**src/rtl/redmule_pkg.sv**
```systemverilog
// Shared types for the RedMulE X input staging buffer.
// Holds the element-format enum and width helper, the buffer control and flag
// payloads, and the per-bank state encoding.
package redmule_pkg;

   // Floating-point element formats understood by the datapath.
   typedef enum logic [2:0] {
      FP32    = 3'd0,
      FP64    = 3'd1,
      FP16    = 3'd2,
      FP8     = 3'd3,
      FP16ALT = 3'd4
   } fp_format_e;

   // Bit width of one element of the given format.
   function automatic int unsigned fp_width(input fp_format_e fmt);
      case (fmt)
         FP64:          return 64;
         FP32:          return 32;
         FP16, FP16ALT: return 16;
         default:       return 8;
      endcase
   endfunction

   localparam int unsigned ARRAY_HEIGHT = 4;
   localparam int unsigned X_CTRL_W     = 8;

   // Valid region of a bank: x_height rows (1..H), x_width columns (1..D).
   typedef struct packed {
      logic [X_CTRL_W-1:0] x_height;
      logic [X_CTRL_W-1:0] x_width;
   } x_buffer_ctrl_t;

   typedef struct packed {
      logic full;
      logic empty;
      logic bank_done;
   } x_buffer_flgs_t;

   typedef enum logic [1:0] {
      X_EMPTY    = 2'd0,
      X_FILLING  = 2'd1,
      X_FULL     = 2'd2,
      X_DRAINING = 2'd3
   } x_bank_state_e;

endpackage

```
**src/rtl/redmule_x_buffer_bank.sv**
```systemverilog
// One H x D storage bank of the X buffer: row-wide write port, transposed
// column read port with zero padding for rows at or beyond the valid height.
// Ports:
//   i_clk     clock (storage is not reset)
//   i_we      write enable for row i_wr_row
//   i_wr_row  row written by i_word
//   i_word    full-width streamer word
//   i_rd_col  column selected for reading
//   i_height  number of valid rows; higher rows read as zero
//   o_col_c   combinational column, one element per row
module redmule_x_buffer_bank
   import redmule_pkg::*;
#(
   parameter int unsigned DW   = 288,
   parameter int unsigned BITW = 16,
   parameter int unsigned H    = ARRAY_HEIGHT
) (
   input  logic                        i_clk,
   input  logic                        i_we,
   input  logic [((H > 1) ? $clog2(H) : 1)-1:0] i_wr_row,
   input  logic [DW-1:0]               i_word,
   input  logic [(((DW/BITW) > 1) ? $clog2(DW/BITW) : 1)-1:0] i_rd_col,
   input  logic [X_CTRL_W-1:0]         i_height,
   output logic [H-1:0][BITW-1:0]      o_col_c
);

   localparam int unsigned D = DW / BITW;

   logic [D-1:0][BITW-1:0] r_mem [H];

   // Row write; contents deliberately carry no reset.
   always_ff @(posedge i_clk) begin
      if (i_we) r_mem[i_wr_row] <= i_word[D*BITW-1:0];
   end

   // Column read with zero padding above the valid height.
   always_comb begin
      o_col_c = '0;
      for (int unsigned r = 0; r < H; r++) begin
         if (X_CTRL_W'(r) < i_height) o_col_c[r] = r_mem[r][i_rd_col];
      end
   end

endmodule

```
**src/rtl/redmule_x_pingpong_buffer.sv**
```systemverilog
// RedMulE X input staging buffer. Streamer words are written as rows; the
// engine reads one transposed column per request with one cycle of latency.
// Macro REDMULE_X_BUF_DOUBLE_EN selects two ping-pong banks; without it a
// single bank is used and writes stall until the bank is fully drained.
// Ports:
//   clk_i, rst_i (async, active-high), clear_i (sync soft clear)
//   ctrl_i        valid height/width of a bank
//   word_i / word_valid_i / word_ready_o   streamer write handshake
//   col_req_i / col_avail_o                engine column request
//   col_o / col_valid_o                    registered column result
//   flags_o       full, empty, bank_done (bank_done is same-cycle)
module redmule_x_pingpong_buffer
   import redmule_pkg::*;
#(
   parameter int unsigned DW       = 288,
   parameter fp_format_e  FpFormat = FP16,
   parameter int unsigned Height   = ARRAY_HEIGHT
) (
   input  logic                                     clk_i,
   input  logic                                     rst_i,
   input  logic                                     clear_i,
   input  x_buffer_ctrl_t                           ctrl_i,
   input  logic [DW-1:0]                            word_i,
   input  logic                                     word_valid_i,
   output logic                                     word_ready_o,
   input  logic                                     col_req_i,
   output logic                                     col_avail_o,
   output logic [Height-1:0][fp_width(FpFormat)-1:0] col_o,
   output logic                                     col_valid_o,
   output x_buffer_flgs_t                           flags_o
);

   localparam int unsigned BITW = fp_width(FpFormat);
   localparam int unsigned D    = DW / BITW;
   localparam int unsigned RW   = (Height > 1) ? $clog2(Height) : 1;
   localparam int unsigned CW   = (D > 1) ? $clog2(D) : 1;
`ifdef REDMULE_X_BUF_DOUBLE_EN
   localparam int unsigned NB   = 2;
`else
   localparam int unsigned NB   = 1;
`endif

   typedef logic [Height-1:0][BITW-1:0] col_t;

   x_bank_state_e r_state [NB];
   logic [RW-1:0] r_wr_row;
   logic [CW-1:0] r_rd_col;
   col_t          r_col;
   logic          r_col_valid;
   logic          w_wr_bank, w_rd_bank;
   x_bank_state_e w_wr_st, w_rd_st;
   col_t          w_bank_col [NB];
   col_t          w_rd_data;
   logic          w_wr_fire, w_rd_fire, w_wr_last, w_rd_last;

`ifdef REDMULE_X_BUF_DOUBLE_EN
   logic r_wr_bank, r_rd_bank;
   assign w_wr_bank = r_wr_bank;
   assign w_rd_bank = r_rd_bank;
`else
   assign w_wr_bank = 1'b0;
   assign w_rd_bank = 1'b0;
`endif

   // Pick the state and column of the banks the pointers address.
   always_comb begin
      w_wr_st   = r_state[0];
      w_rd_st   = r_state[0];
      w_rd_data = w_bank_col[0];
      for (int unsigned b = 1; b < NB; b++) begin
         if (w_wr_bank == 1'(b)) w_wr_st = r_state[b];
         if (w_rd_bank == 1'(b)) begin
            w_rd_st   = r_state[b];
            w_rd_data = w_bank_col[b];
         end
      end
   end

   assign word_ready_o = (w_wr_st == X_EMPTY) || (w_wr_st == X_FILLING);
   assign col_avail_o  = (w_rd_st == X_FULL)  || (w_rd_st == X_DRAINING);

   assign w_wr_fire = word_valid_i && word_ready_o && !clear_i;
   assign w_rd_fire = col_req_i && col_avail_o && !clear_i;
   assign w_wr_last = (X_CTRL_W'(r_wr_row) == ctrl_i.x_height - X_CTRL_W'(1));
   assign w_rd_last = (X_CTRL_W'(r_rd_col) == ctrl_i.x_width  - X_CTRL_W'(1));

   for (genvar b = 0; b < NB; b++) begin : g_bank
      redmule_x_buffer_bank #(
         .DW   (DW),
         .BITW (BITW),
         .H    (Height)
      ) u_bank (
         .i_clk    (clk_i),
         .i_we     (w_wr_fire && (w_wr_bank == 1'(b))),
         .i_wr_row (r_wr_row),
         .i_word   (word_i),
         .i_rd_col (r_rd_col),
         .i_height (ctrl_i.x_height),
         .o_col_c  (w_bank_col[b])
      );
   end

   // Aggregate flags; bank_done marks the cycle of the final column request.
   always_comb begin
      flags_o           = '0;
      flags_o.full      = 1'b1;
      flags_o.empty     = 1'b1;
      for (int unsigned b = 0; b < NB; b++) begin
         if (!((r_state[b] == X_FULL) || (r_state[b] == X_DRAINING))) flags_o.full = 1'b0;
         if (r_state[b] != X_EMPTY) flags_o.empty = 1'b0;
      end
      flags_o.bank_done = w_rd_fire && w_rd_last;
   end

   assign col_o       = r_col;
   assign col_valid_o = r_col_valid;

   // Bank state machines, pointers and registered read result.
   always_ff @(posedge clk_i or posedge rst_i) begin
      if (rst_i) begin
         for (int unsigned b = 0; b < NB; b++) r_state[b] <= X_EMPTY;
         r_wr_row    <= '0;
         r_rd_col    <= '0;
         r_col       <= '0;
         r_col_valid <= 1'b0;
`ifdef REDMULE_X_BUF_DOUBLE_EN
         r_wr_bank   <= 1'b0;
         r_rd_bank   <= 1'b0;
`endif
      end else if (clear_i) begin
         // Soft clear drops the in-flight result but keeps the last col_o.
         for (int unsigned b = 0; b < NB; b++) r_state[b] <= X_EMPTY;
         r_wr_row    <= '0;
         r_rd_col    <= '0;
         r_col_valid <= 1'b0;
`ifdef REDMULE_X_BUF_DOUBLE_EN
         r_wr_bank   <= 1'b0;
         r_rd_bank   <= 1'b0;
`endif
      end else begin
         r_col_valid <= w_rd_fire;
         if (w_rd_fire) begin
            r_col    <= w_rd_data;
            r_rd_col <= w_rd_last ? '0 : r_rd_col + CW'(1);
         end
         if (w_wr_fire) r_wr_row <= w_wr_last ? '0 : r_wr_row + RW'(1);
         // A bank is never both writable and readable, so the two never collide.
         for (int unsigned b = 0; b < NB; b++) begin
            if (w_wr_fire && (w_wr_bank == 1'(b)))
               r_state[b] <= w_wr_last ? X_FULL : X_FILLING;
            else if (w_rd_fire && (w_rd_bank == 1'(b)))
               r_state[b] <= w_rd_last ? X_EMPTY : X_DRAINING;
         end
`ifdef REDMULE_X_BUF_DOUBLE_EN
         if (w_wr_fire && w_wr_last) r_wr_bank <= ~r_wr_bank;
         if (w_rd_fire && w_rd_last) r_rd_bank <= ~r_rd_bank;
`endif
      end
   end

endmodule

```
**config.mk**
```make
export PLATFORM = sky130hd
export DESIGN_NAME = redmule_x_pingpong_buffer
export DESIGN_NICKNAME = d
export VERILOG_FILES = /design/src/rtl/redmule_pkg.sv /design/src/rtl/redmule_x_buffer_bank.sv /design/src/rtl/redmule_x_pingpong_buffer.sv
export SDC_FILE = /design/constraint.sdc
export NUM_CORES = 1
export LEC_CHECK = 0
export ABC_AREA = 1
export BUFFER_PORTS_ARGS = -buffer_cell sky130_fd_sc_hd__buf_2
export CAP_MARGIN = 20
export CORE_MARGIN = 1.5
export CORE_UTILIZATION = 45
export DETAILED_ROUTE_END_ITERATION = 8
export GPL_ROUTABILITY_DRIVEN = 0
export PLACE_DENSITY = 0.62
export SLEW_MARGIN = 30
export SYNTH_ARGS = -nofsm -noshare
export SYNTH_HDL_FRONTEND = slang
export SYNTH_HIERARCHICAL = 1
export SYNTH_SLANG_ARGS = --single-unit
```
**constraint.sdc**
```tcl
create_clock -name clk_i -period 28.6 [get_ports clk_i]
set_input_delay 1.43 -clock clk_i [delete_from_list [all_inputs] [get_ports clk_i]]
set_output_delay 1.43 -clock clk_i [all_outputs]
set_load 0.1 [all_outputs]
```
==> results of run 1 <==
## cells in the final DEF, fill, tap and decap left out, types with 3 or more instances in the layout
cell        count
ha_1            3
dfrtp_1        70
clkbuf_16     139
clkinv_8        3
buf_6           4
inv_2           5
nand3_1       579
nor2_4          5
clkbuf_8        3
inv_6           8
nand2_1      2124
buf_4          34
buf_2         378
xnor2_1         5
buf_12          8
clkinv_1       20
bufinv_16       6
diode_2        37
nor3_2          6
clkinvlp_4      7
clkinv_2       18
clkbuf_1       27
edfxtp_1     1152
nand2_2         3
nor2_1         19
o22ai_1         3
a21oi_1       107
inv_1         791
## stage by stage
step	power, mW	setup slack [ns]	util (%)	hold slack [ns]	std cells
finish	4.45	23.14	51.7	0.470	7111
global route	4.61	22.79	51.6	0.487	7092
CTS	4.48	23.08	51.5	0.473	7071
detailed placement	2.84	23.12	47.9	0.459	6839
global placement	2.83	23.19	47.9	0.455	6837
floorplan	2.69	6.10	-	0.494	5136
## sequential cells by signal, indices dropped and copies added (netlist names)
signal and flops:
r_state 2, r_wr_row 2, col_o 64, g_bank.u_bank/r_mem 1152, r_rd_col 5, col_valid_o 1
## per-layer routing
metal	track usage [%]	share of wire (%)
met4	10.7	3.8
met2	38.8	46
met1	34.8	42
met3	4.93	7.6
met5	0	0.19
## worst max-delay path: stages (launching register included)
cell and delay [ns]:
dfrtp_4 0.53, buf_4 0.54, buf_4 0.67, buf_4 0.74, buf_4 0.63, buf_4 0.84, nand2_1 0.15, nand2_1 0.12
nand2_1 0.06, nand3_1 0.09, nand3_1 0.15, nand2_1 0.26, nand2_1 0.09, a21oi_1 0.16, nand2_1 0.08, nand2_1 0.10
## synthesized netlist by cell type, drive strengths merged
cell type,count,area share (%)
a21oi,107,1.0
buf,206,2.2
clkbuf,39,0.28
dfrtp,74,3.5
edfxtp,1152,66
ha,3,0.071
inv,799,5.7
nand2,2127,15
nand3,581,5.6
nand3b,1,0.014
nor2,26,0.21
nor3,7,0.098
o21a,1,0.014
o21ai,3,0.036
o22ai,3,0.036
xnor2,5,0.083
xor2,2,0.033
## layout make-up
class / instances / area, um^2
fillers: 10300 / 56000
flip-flops and latches: 1226 / 36500
multi-input cells: 2866 / 11800
clock buffers: 169 / 3620
inverters: 799 / 3020
repair buffers: 427 / 2420
well taps: 1524 / 1910
clock inverters: 63 / 537
diodes: 37 / 92.6
## power by group through the flow
stage          Sequential [mW]  Clock (mW)  Combinational [mW]
2_1_floorplan             2.43           0               0.257
3_3_place_gp              2.16           0               0.672
3_5_place_dp              2.16           0               0.676
4_1_cts                   2.13        1.68               0.678
5_1_grt                   2.13        1.74               0.728
6_report                  2.13        1.65               0.675
## cells by family (layout without fill, tap and decap cells)
logic type      count (synthesis)  after routing  share of synthesized area [%]
simple gates                 2742           2742                           21.1
flops                        1226           1226                           69.4
other cells                     0             37                              0
buf+inv                      1044           1458                           8.19
fa+ha+maj                       3              3                         0.0715
xor+xnor                        7              7                          0.117
compound gates                114            114                           1.11
## worst min path at each step
stage | startpoint | endpoint | slack [ns]
finish | col_o[9] | col_o[9] | 0.47
floorplan | r_state[0] | r_state[0] | 0.49
detailed placement | col_o[9] | col_o[9] | 0.46
global route | col_o[29] | col_o[29] | 0.49
global placement | col_o[17] | col_o[17] | 0.45
CTS | col_o[40] | col_o[40] | 0.47
==> impl_metrics.json, run 1 <==
{
  "hold_violations": 0,
  "start_kind": "flop",
  "fin_crit_ns": 5.46,
  "grt_pass1_vias": 34200,
  "combPwrFrac_pct": 15.2,
  "clock_path_buffers": 3,
  "cts.sinks": 1226,
  "drcViolationCount": 0,
  "vias": 35900,
  "grt_overflow_total": 0,
  "end_kind": "flop",
  "min_period_over_period_pct": 19.1,
  "cts_buffers": 132,
  "grt_max_degree": 201,
  "ir_worst_vdd_mv": 0.0784,
  "rsz0062_at_grt": "no",
  "dpl-instance-area_um2": 55500,
  "reg2reg_slack_ns": 23.14,
  "p_int_mw": 3.16,
  "fmax_mhz": 183,
  "die_height_um": 345,
  "power.switching_mw": 1.30,
  "path_clk_slew_ns": 0.06,
  "startpoint": "r_rd_col[0]",
  "hold_path_depth": 2,
  "ctsHoldBuffers": 0,
  "tightestPinTransition_ns": 1.04,
  "cts.htree.levels": 4,
  "crit_type": "reg2reg",
  "start_util_pct": 45.3,
  "cap_violations": 0,
  "r2r.worst_path.cells": 15,
  "coreArea_um2": 116000,
  "clock_skew_ns": 0.0272,
  "arrival_ns": 6.13,
  "setup_viol": 0,
  "netlist_instances": 5136,
  "synthDistinctLibCells": 28,
  "seq_power_share_pct": 47.8,
  "clock_latency_ns": 0.75,
  "antenna_found_initial": 57,
  "die_w_um": 345,
  "wl_mm": 150,
  "final_nets": 5764,
  "r2r-start": "r_rd_col[0]",
  "drtPass1Iterations": 6,
  "relSlewSlack_pct": 30.7,
  "ios": 379,
  "crit_end": "col_o[51]",
  "synth_fp_nets": 5448,
  "crit_required_ns": 29.28,
  "ant_nets": 0,
  "ys_warn_count": 6,
  "layout-drive-gt1-share_pct": 11.6,
  "ys_ff_latch": 1226,
  "routed_via_density": 5.05,
  "drtIter0Drc": 3486,
  "ctsResizeCount": 0,
  "r2r_end": "col_o[51]",
  "post_cts.repair.setup_buffers": 0,
  "status": "complete, no violations",
  "track_usage_pct": 25.1,
  "min_path_type": "reg2reg",
  "synth_area_um2": 52500,
  "clockPowerShare_pct": 37.1,
  "cts_tree": "done",
  "rows": 125,
  "die_area_um2": 119000,
  "stdcell_area_um2": 59900,
  "wl_per_cell_um": 21.1,
  "grt_pass1_wl_mm": 219,
  "cp_max_fo": 89,
  "dp_hpwl_mm": 96.5,
  "final-max-slew-violation-count": 0,
  "p_sw_share_pct": 29.1,
  "portBuffers": 378,
  "syn_avg_cell_area_um2": 10.2,
  "p_leak_nw": 26.2,
  "powerDensity_nw_per_um2": 74.4,
  "ys_seq_area_share_pct": 69.4,
  "area_growth_pct": 14.0,
  "setup_tns_ns": 0,
  "clk_root_buffer_cell": "clkbuf_16"
}
Power figures use the tool's default switching activity.
==> run 2: changes to the inputs <==
Clock period 28.6 ns to 5.2 ns, I/O delays scaled along.
==> run 2 against run 1 <==
Against the previous run: clock skew shrank 0.0011 ns; clock power grew to 5.6 times the previous value; critical endpoint is now flags_o[0]; cell count grew 4.3%; combinational power grew to 6.0 times the previous value; register-to-register slack lost 21 ns; largest power group unchanged; core utilization grew 2.8 points; routed wire length grew 7.4%; count of clock-buffer cells in the layout grew 10; hold slack lost 0.41 ns; final area grew 5.3%; sequential share of layout area shrank 3.1 points.
==> impl_metrics.json, run 2 (same netlist as run 1, synthesis figures left out) <==
{
  "crit_required_ns": 4.94,
  "grt_pass1_vias": 36100,
  "vias": 37700,
  "worst_path_largest_cell_delay_ns": 0.70,
  "cts.sinks": 1226,
  "cts.htree.levels": 4,
  "p_leak_nw": 27.6,
  "relSlewSlack_pct": 31.6,
  "stdcell_area_um2": 63100,
  "clk_root_buffer_cell": "clkbuf_16",
  "die_area_um2": 119000,
  "dp_hpwl_mm": 106,
  "cp_common_cell": "nand2_1",
  "largest_reg_flops": 1152,
  "holdWs_ns": 0.0587,
  "grt_pass1_wl_mm": 235,
  "cts_buffers": 135,
  "ctsResizeCount": 0,
  "rsz0062_at_grt": "no",
  "rows": 125,
  "cts_tree": "done",
  "drtIter0Drc": 4253,
  "final_common_cell": "nand2_1",
  "track_usage_pct": 27.0,
  "final-max-slew-violation-count": 0,
  "path_clk_slew_ns": 0.06,
  "tightestPinTransition_ns": 1.02,
  "start_util_pct": 45.3,
  "layout-drive-gt1-share_pct": 11.1,
  "min_period_over_period_pct": 71.0,
  "drcViolationCount": 0,
  "min_path_type": "in2reg",
  "grt_max_degree": 178,
  "status": "complete, no violations",
  "r2r-start": "r_rd_col[2]",
  "wl_per_cell_um": 21.7,
  "die_height_um": 345,
  "clock_skew_ns": 0.0261,
  "r2r_end": "col_o[27]",
  "clock_latency_ns": 0.73,
  "r2r.worst_path.cells": 11,
  "crit_type": "reg2out",
  "startpoint": "r_rd_col[3]",
  "end_kind": "primary output",
  "ir_worst_vdd_mv": 0.363,
  "crit_end": "flags_o[0]",
  "final_cells": 7414,
  "top_register": "g_bank.u_bank/r_mem",
  "wl_mm": 161,
  "cap_violations": 0,
  "die_w_um": 345,
  "post-route-util_pct": 54.4,
  "ant_nets": 0,
  "reg2reg_slack_ns": 1.90,
  "start_kind": "flop",
  "arrival_ns": 3.43,
  "clock_path_buffers": 3,
  "antenna_found_initial": 33,
  "ios": 379,
  "powerDensity_nw_per_um2": 397,
  "drtPass1Iterations": 8,
  "dpl-instance-area_um2": 55800,
  "path_cells": "buf_4 > inv_1 > nand2_1 > nand2_1 > nand2_1 > nand3_1 > nor2_1 > nand3_2 > nor2_1 > buf_2",
  "critPathSlowestCell": "buf_4",
  "setup_viol": 0,
  "coreArea_um2": 116000,
  "dp_cells": 6851,
  "routed_via_density": 5.09,
  "portBuffers": 378,
  "final_cell_mix": "nand2_1 (2,123), edfxtp_1 (1,152), inv_1 (788), nand3_1 (579), buf_2 (378)",
  "area_growth_pct": 20.1,
  "final_nets": 6076,
  "fin_crit_ns": 3.69,
  "hold_violations": 0,
  "fmax_mhz": 271,
  "grt_overflow_total": 0,
  "setup_tns_ns": 0,
  "cp_max_fo": 60
}
-- run 2: cell count changes in the layout (fill, tap and decap cells not counted), moves of 9 or more --
| cell | change |
|---|---|
| clkinv_1 | +11 |
| buf_12 | +9 |
| dlygate4sd3_1 | +300 |
| diode_2 | -16 |
-- run 2: power breakdown --
group / switching, mW / internal, mW
Combinational: 3.18 / 0.863
Clock: 3.87 / 5.30
Sequential: 0.373 / 11.4
-- run 2: area by class of cell --
class / instances / area, um^2
flip-flops and latches: 1226 / 36500
clock buffers: 179 / 3730
repair buffers: 736 / 5550
well taps: 1524 / 1910
fillers: 10000 / 52800
diodes: 21 / 52.6
multi-input cells: 2866 / 11800
clock inverters: 63 / 487
inverters: 799 / 3030
-- run 2: stage by stage --
stage,setup slack [ns],power [mW]
floorplan,-3.24,14.6
global placement,2.07,15.8
detailed placement,2.07,15.8
CTS,1.50,25.1
global route,1.31,25.8
finish,1.51,25.0
-- run 2: worst min path at each step --
stage	to	depth (start not counted)	from
2_1_floorplan	g_bank[0].u_bank/r_mem[0][0]	0	word_i[0]
3_3_place_gp	col_o[0]	2	col_o[0]
3_5_place_dp	r_state[0]	2	rst_i
4_1_cts	r_state[0]	5	ctrl_i[7]
5_1_grt	r_state[1]	7	ctrl_i[7]
6_report	r_state[0]	5	ctrl_i[7]
-- run 2: repair_timing --
item                       CTS  global route
hold endpoints to repair  1198             0
hold buffers               300             0
buffers inserted             0             0
-- run 2: worst max-delay path, delay by kind of cell, from the launching register on --
kind                   cells  cell delay (ns)
and+or+nand+nor            7             0.73
DFF                        1             0.58
buffers and inverters      3             1.35
-- run 2: routing by layer --
| layer | up-vias | part of all wire, % | global-route usage, % |
|---|---|---|---|
| li1 | 17700 | - | - |
| met1 | 18100 | 42 | 37.2 |
| met2 | 1608 | 45 | 41.1 |
| met3 | 323 | 8.1 | 5.32 |
| met5 | - | 0.071 | 0 |
| met4 | 20 | 5.4 | 13.4 |
